### src/rtl/pipeline_issue_ctrl_pkg.sv
// Shared definitions for the issue controller: instruction field layout,
// the NOP encoding, and helpers that extract fields and test operand overlap.
// Pure definitions; no timing or flow control.
package pipeline_issue_ctrl_pkg;

  localparam int INSTR_W      = 32;
  localparam int REG_W        = 5;
  localparam int DATA_SRC_BIT = 31;
  localparam int WE_BIT       = 27;
  localparam int WSEL_LSB     = 22;
  localparam int RSEL1_LSB    = 17;
  localparam int RSEL2_LSB    = 11;

  typedef logic [INSTR_W-1:0] instr_t;
  typedef logic [REG_W-1:0]   reg_sel_t;

  localparam instr_t NOP_INSTR = '0;

  function automatic logic f_data_src(input instr_t i);
    return i[DATA_SRC_BIT];
  endfunction

  function automatic logic f_we(input instr_t i);
    return i[WE_BIT];
  endfunction

  function automatic reg_sel_t f_wsel(input instr_t i);
    return i[WSEL_LSB +: REG_W];
  endfunction

  function automatic reg_sel_t f_rsel1(input instr_t i);
    return i[RSEL1_LSB +: REG_W];
  endfunction

  function automatic reg_sel_t f_rsel2(input instr_t i);
    return i[RSEL2_LSB +: REG_W];
  endfunction

  // True when consumer reads a register that producer writes. read_sel2
  // shares bits with the immediate, so it only counts for register-source ops.
  function automatic logic raw_dep(input instr_t producer, input instr_t consumer);
    logic hit1;
    logic hit2;
    hit1 = (f_wsel(producer) == f_rsel1(consumer));
    hit2 = !f_data_src(consumer) && (f_wsel(producer) == f_rsel2(consumer));
    return f_we(producer) && (hit1 || hit2);
  endfunction

endpackage

### src/rtl/pipeline_issue_ctrl_fifo.sv
// Purpose: DEPTH x W instruction queue with count-based full/empty.
// Latency: push visible at dout one cycle later; dout is the head, read combinationally.
// Backpressure: full blocks pushes; a same-cycle pop does not free a slot for the push.
// Ports: push/din/full on the write side, pop/dout/empty on the read side.
module issue_fifo #(
  parameter int DEPTH = 4,
  parameter int W     = 32
) (
  input  logic         clk,
  input  logic         rst,
  input  logic         push,
  input  logic [W-1:0] din,
  output logic         full,
  input  logic         pop,
  output logic [W-1:0] dout,
  output logic         empty
);

  localparam int AW = $clog2(DEPTH);

  logic [W-1:0]  mem [DEPTH];
  logic [AW-1:0] wr_ptr;
  logic [AW-1:0] rd_ptr;
  logic [AW:0]   count;
  logic          push_ok;
  logic          pop_ok;

  assign full    = (count == (AW+1)'(DEPTH));
  assign empty   = (count == '0);
  assign push_ok = push && !full;
  assign pop_ok  = pop && !empty;
  assign dout    = mem[rd_ptr];

  // Storage carries no reset; validity is tracked by count alone.
  always_ff @(posedge clk) begin
    if (push_ok) mem[wr_ptr] <= din;
  end

  always_ff @(posedge clk or negedge rst) begin
    if (!rst) begin
      wr_ptr <= '0;
      rd_ptr <= '0;
      count  <= '0;
    end else begin
      if (push_ok) wr_ptr <= wr_ptr + 1'b1;
      if (pop_ok)  rd_ptr <= rd_ptr + 1'b1;
      case ({push_ok, pop_ok})
        2'b10:   count <= count + 1'b1;
        2'b01:   count <= count - 1'b1;
        default: count <= count;
      endcase
    end
  end

endmodule

### src/rtl/pipeline_issue_ctrl.sv
// Purpose: queue instructions and issue them to a non-forwarding 3-stage ALU, bubbling on RAW hazards.
// Latency: instruction pushed into an empty queue at edge N is on issue_instr after edge N+1.
// Backpressure: in_ready = queue not full; a hazard holds the head and inserts a NOP.
// Ports: in_valid/in_ready/in_instr upstream; issue_instr/issue_valid/stall to the pipeline;
//        fifo_empty status; issue_cnt/stall_cnt wrapping performance counters.
module pipeline_issue_ctrl
  import pipeline_issue_ctrl_pkg::*;
#(
  parameter int DEPTH = 4,
  parameter int CNT_W = 16
) (
  input  logic             clk,
  input  logic             rst,
  input  logic             in_valid,
  output logic             in_ready,
  input  logic [31:0]      in_instr,
  output logic [31:0]      issue_instr,
  output logic             issue_valid,
  output logic             stall,
  output logic             fifo_empty,
  output logic [CNT_W-1:0] issue_cnt,
  output logic [CNT_W-1:0] stall_cnt
);

  instr_t head;
  instr_t hist_instr;
  logic   full;
  logic   hazard;
  logic   pop;

  issue_fifo #(
    .DEPTH (DEPTH),
    .W     (INSTR_W)
  ) u_fifo (
    .clk   (clk),
    .rst   (rst),
    .push  (in_valid),
    .din   (in_instr),
    .full  (full),
    .pop   (pop),
    .dout  (head),
    .empty (fifo_empty)
  );

  assign in_ready = !full;

  // The two most recent slots are still ahead of register-file write-back,
  // so the head must wait until neither of them produces one of its operands.
  assign hazard = !fifo_empty &&
                  (raw_dep(issue_instr, head) || raw_dep(hist_instr, head));
  assign pop    = !fifo_empty && !hazard;

  always_ff @(posedge clk or negedge rst) begin
    if (!rst) begin
      issue_instr <= NOP_INSTR;
      hist_instr  <= NOP_INSTR;
      issue_valid <= 1'b0;
      stall       <= 1'b0;
      issue_cnt   <= '0;
      stall_cnt   <= '0;
    end else begin
      hist_instr <= issue_instr;
      if (fifo_empty) begin
        issue_instr <= NOP_INSTR;
        issue_valid <= 1'b0;
        stall       <= 1'b0;
      end else if (hazard) begin
        issue_instr <= NOP_INSTR;
        issue_valid <= 1'b0;
        stall       <= 1'b1;
        stall_cnt   <= stall_cnt + 1'b1;
      end else begin
        issue_instr <= head;
        issue_valid <= 1'b1;
        stall       <= 1'b0;
        issue_cnt   <= issue_cnt + 1'b1;
      end
    end
  end

endmodule

### config.mk
export PLATFORM = sky130hd
export DESIGN_NAME = pipeline_issue_ctrl
export DESIGN_NICKNAME = d
export VERILOG_FILES = /design/src/rtl/pipeline_issue_ctrl_pkg.sv /design/src/rtl/pipeline_issue_ctrl_fifo.sv /design/src/rtl/pipeline_issue_ctrl.sv
export SDC_FILE = /design/constraint.sdc
export NUM_CORES = 1
export LEC_CHECK = 0
export CORE_MARGIN = 8
export CORE_UTILIZATION = 30
export CTS_CLUSTER_DIAMETER = 80
export DETAILED_ROUTE_END_ITERATION = 16
export GPL_TIMING_DRIVEN = 0
export PLACE_DENSITY = 0.49
export RECOVER_POWER = 50
export SLEW_MARGIN = 25
export SYNTH_ARGS = -nofsm -noshare
export SYNTH_HDL_FRONTEND = slang
export SYNTH_SLANG_ARGS = --single-unit
### constraint.sdc
create_clock -name clk -period 3.9 [get_ports clk]
set_input_delay 0.78 -clock clk [delete_from_list [all_inputs] [get_ports clk]]
set_output_delay 0.78 -clock clk [all_outputs]
set_load 0.05 [all_outputs]
==> results.yml, run 1 <==
worst_hold_path:
  hp-class: "flop to flop"
finish:
  fin_nets: 635
  multiInputGateArea_mm2: 0.00207
  stdcell_count: 950
  drive_gt1_share_pct: 14.6
  stdcell_area_mm2: 0.0104
  regArea_mm2: 0.00582
  fill_cells: 2465
  n_antenna_cell: 0
  area_growth_pct: 29.3
timing:
  fmax_ghz: 0.271
  fin_skew_ns: 0.0179
  hold_ws_ns: 0.481
  period_share_pct: 94.5
  tightest_slew_ns: 1.65
  hold_violations: 0
  min_period_ns: 3.69
  finalMaxSlewViolations: 63
  setup_viol: 0
  rsz0062_at_grt: "false"
  slew_headroom_pct: -10.2
  fin_ws_ns: 0.214
  tns_ns: 0
setup_path:
  cp-end-kind: "flop"
  worstSetupPathType: "flop to flop"
  cp.required_ns: 4.31
  arrival_ns: 4.09
  critPathSlowestCell: "mux4_2"
  cpPeakStageDelay_ns: 0.55
  cp-endpoint: "u_fifo.count[1]"
  r2r-start: "u_fifo.rd_ptr[0]"
  rr_endpoint: "u_fifo.count[1]"
  startpoint: "u_fifo.rd_ptr[0]"
  path_cells: "buf_12, buf_12, mux4_2, xor2_1, nor4_1, and3_1, or4_1, buf_4, nand2b_1, buf_4, inv_1, ha_2, fa_1, mux2_2"
  worstSetupStartpointType: "flop"
  reg2reg_depth: 14
  worstPathMaxFanout: 17
  r2r_setup_slack_ns: 0.21
die:
  core_area_mm2: 0.0267
  fp.dieH_um: 180
  rows: 60
  io_pins: 103
  die_area_mm2: 0.0323
  die_width_um: 180
  start_util_pct: 30.2
cts:
  clk_path_buf_depth: 3
  cts_sinks: 207
  cts_hold_buf: 0
  numCtsBuffers: 24
  clk_pin_slew_ns: 0.06
  htreeDepth: 1
  cts_root_buffer: "clkbuf_16"
  clock_latency_ns: 0.53
  cts_tree: "built"
synth:
  synth_edf_count: 128
  synth_top_area_cell: "edfxtp_1"
  synthArstFlopShare_pct: 38.2
  synth.area.top_cells: "edfxtp_1, dfrtp_1, mux4_2"
  ys_seq_area_share_pct: 72.3
  synth_cell_types: 34
  synth_ff_type: "edfxtp_1"
  synth_seq_cells: 207
  yosysWarnings: 0
  syn_avg_cell_area_um2: 17.7
  syn-cell-area_mm2: 0.00805
  syn-instance-count: 455
  synth_top_cell_area_share_pct: 47.8
  syn-num-nets: 498
power_and_ir_drop:
  power_frac_comb_pct: 39.6
  power_density_mw_per_mm2: 856
  pwr-share-clk_pct: 24.1
  internal_power_mw: 5.64
  swShare_pct: 36.7
  peakVddDrop_mv: 0.380
  p_seq_share_pct: 36.3
  power.switching_mw: 3.27
  cellLeakagePower_nw: 3.86
place:
  placed_area_mm2: 0.00962
  hpwlAfterDp_um: 11900
  io_buffers: 102
  place_ws_ns: -0.160
  place_inst: 903
  globalplace.congestion: 0.754
routing:
  post_drt_wl_per_cell_um: 18.7
  ant_nets: 0
  drt-initial-drc-count: 240
  via_count: 4311
  dr.pass1.iters: 4
  wl_um: 17800
  route.detailed.drc: 0
  vias_per_cell: 4.54
run_status:
  failed_checks: "capacitance limit, slew limit"
  status: "complete, but fails checks"
global_routing:
  grt_pass1_vias: 4855
  grt_max_degree: 63
  grt_first_pass_wirelength_um: 28100
  grtUsageTotal_pct: 11.0
  overflow: 0
  antenna_found_initial: 2
job:
  maxCapViolCount: 1
## repair_timing
action,CTS,global route
setup buffers,2,2
gates cloned,0,0
setup endpoints to repair,2,2
gates resized for setup,7,2
## placed cells by master (no fill, tap or decap), types with 3 or more instances in the layout
cell / instances
clkdlybuf4s50_1: 68
xnor2_1: 37
inv_1: 14
clkbuf_8: 3
mux2i_1: 4
mux4_1: 3
dfrtp_1: 79
clkbuf_1: 16
buf_4: 7
clkbuf_16: 24
xor2_1: 21
dlygate4sd3_1: 33
and3_1: 12
nor4_1: 4
ha_1: 6
edfxtp_1: 128
buf_12: 4
mux2_2: 3
nor3_1: 9
nor2b_1: 25
clkinv_2: 6
nand2_1: 10
nand3_1: 12
mux4_2: 29
nor2_1: 11
nand4_1: 14
## logic make-up (layout without fill, tap and decap cells)
group           after synthesis  count (layout)  synth area share [%]
xor+xnor                     58              58                  6.31
simple gates                110             110                  7.85
mux                          39              39                  10.1
buf+inv                      31             185                  1.94
flops                       207             207                  72.3
compound gates                2               2                 0.124
fa+ha+maj                     8               8                  1.34
## per-layer routing
metal	routed length [um]	part of all wire [%]	GRT usage, %	vias up
li1	-	-	-	1967
met1	7640	43	13.5	2200
met2	8690	49	18.8	108
met3	992	5.6	2.98	34
met4	417	2.3	3.03	2
met5	8	0.045	0	-
## cells in the mapped netlist (all sizes together), types with 2 or more instances
master,number
nand2b,2
ha,7
buf,8
mux4,32
and3,12
mux2,3
nor4,6
nand3,12
nand2,10
nor3b,2
edfxtp,128
nor2b,25
and2,2
nor2,11
nor3,9
nand4,14
xor2,21
inv,14
mux2i,4
or3,2
clkbuf,9
dfrtp,79
xnor2,37
## through the flow
stage                     power (mW)  util [%]
final                           8.91      39.0
after global routing            9.42      39.0
after CTS                       9.09      39.1
after detailed placement        6.85      36.1
after global placement          6.73      35.6
after floorplan                 5.58         -
## cell type report
class	count	share of cell area, %
clock buffer	34	6.42
inverter	14	0.505
tap	341	4.10
buffer	16	1.12
clock inverter	9	0.926
sequential	207	56.0
timing repair buffer	112	11.1
multi-input combinational	217	19.9
## power by group through the flow
| stage | logic [mW] | clock network (mW) | registers (mW) |
|---|---|---|---|
| floorplan | 1.58 | 0 | 4.00 |
| global placement | 3.45 | 0 | 3.28 |
| detailed placement | 3.57 | 0 | 3.28 |
| CTS | 3.63 | 2.21 | 3.24 |
| global route | 3.82 | 2.30 | 3.30 |
| finish | 3.53 | 2.14 | 3.24 |
## worst max-delay path: cells and delay by family, from the launching register on
family / cells / cell delay [ns]
fa+ha+maj: 2 / 0.60
xor+xnor: 1 / 0.16
buf+inv: 5 / 0.76
simple gates: 4 / 0.85
flops: 1 / 0.37
mux: 2 / 0.82
## worst min-delay path by stage
stage,start,endpoint,slack (ns),cells past startpoint
floorplan,u_fifo.count[2],u_fifo.count[2],0.46,1
global placement,stall_cnt[15],stall_cnt[15],0.46,1
detailed placement,issue_instr[27],hist_instr[27],0.47,0
CTS,rst,issue_instr[3],0.08,1
global route,stall_cnt[7],stall_cnt[7],0.50,1
finish,issue_cnt[15],issue_cnt[15],0.48,1
## registers in the layout, indices dropped and copies added, names as in the netlist
register and count:
stall 1, u_fifo.rd_ptr 2, u_fifo.count 3, hist_instr 6, issue_valid 1, issue_instr 32
u_fifo.mem 128, stall_cnt 16, issue_cnt 16, u_fifo.wr_ptr 2
(Power assumes the default switching activity.)
==> inputs of run 2 (changes only) <==
- ABC_CLOCK_PERIOD_IN_PS: unset -> 3900
==> results of run 2 <==
No change in the layout: final DEF, timing and power equal those of run 1.
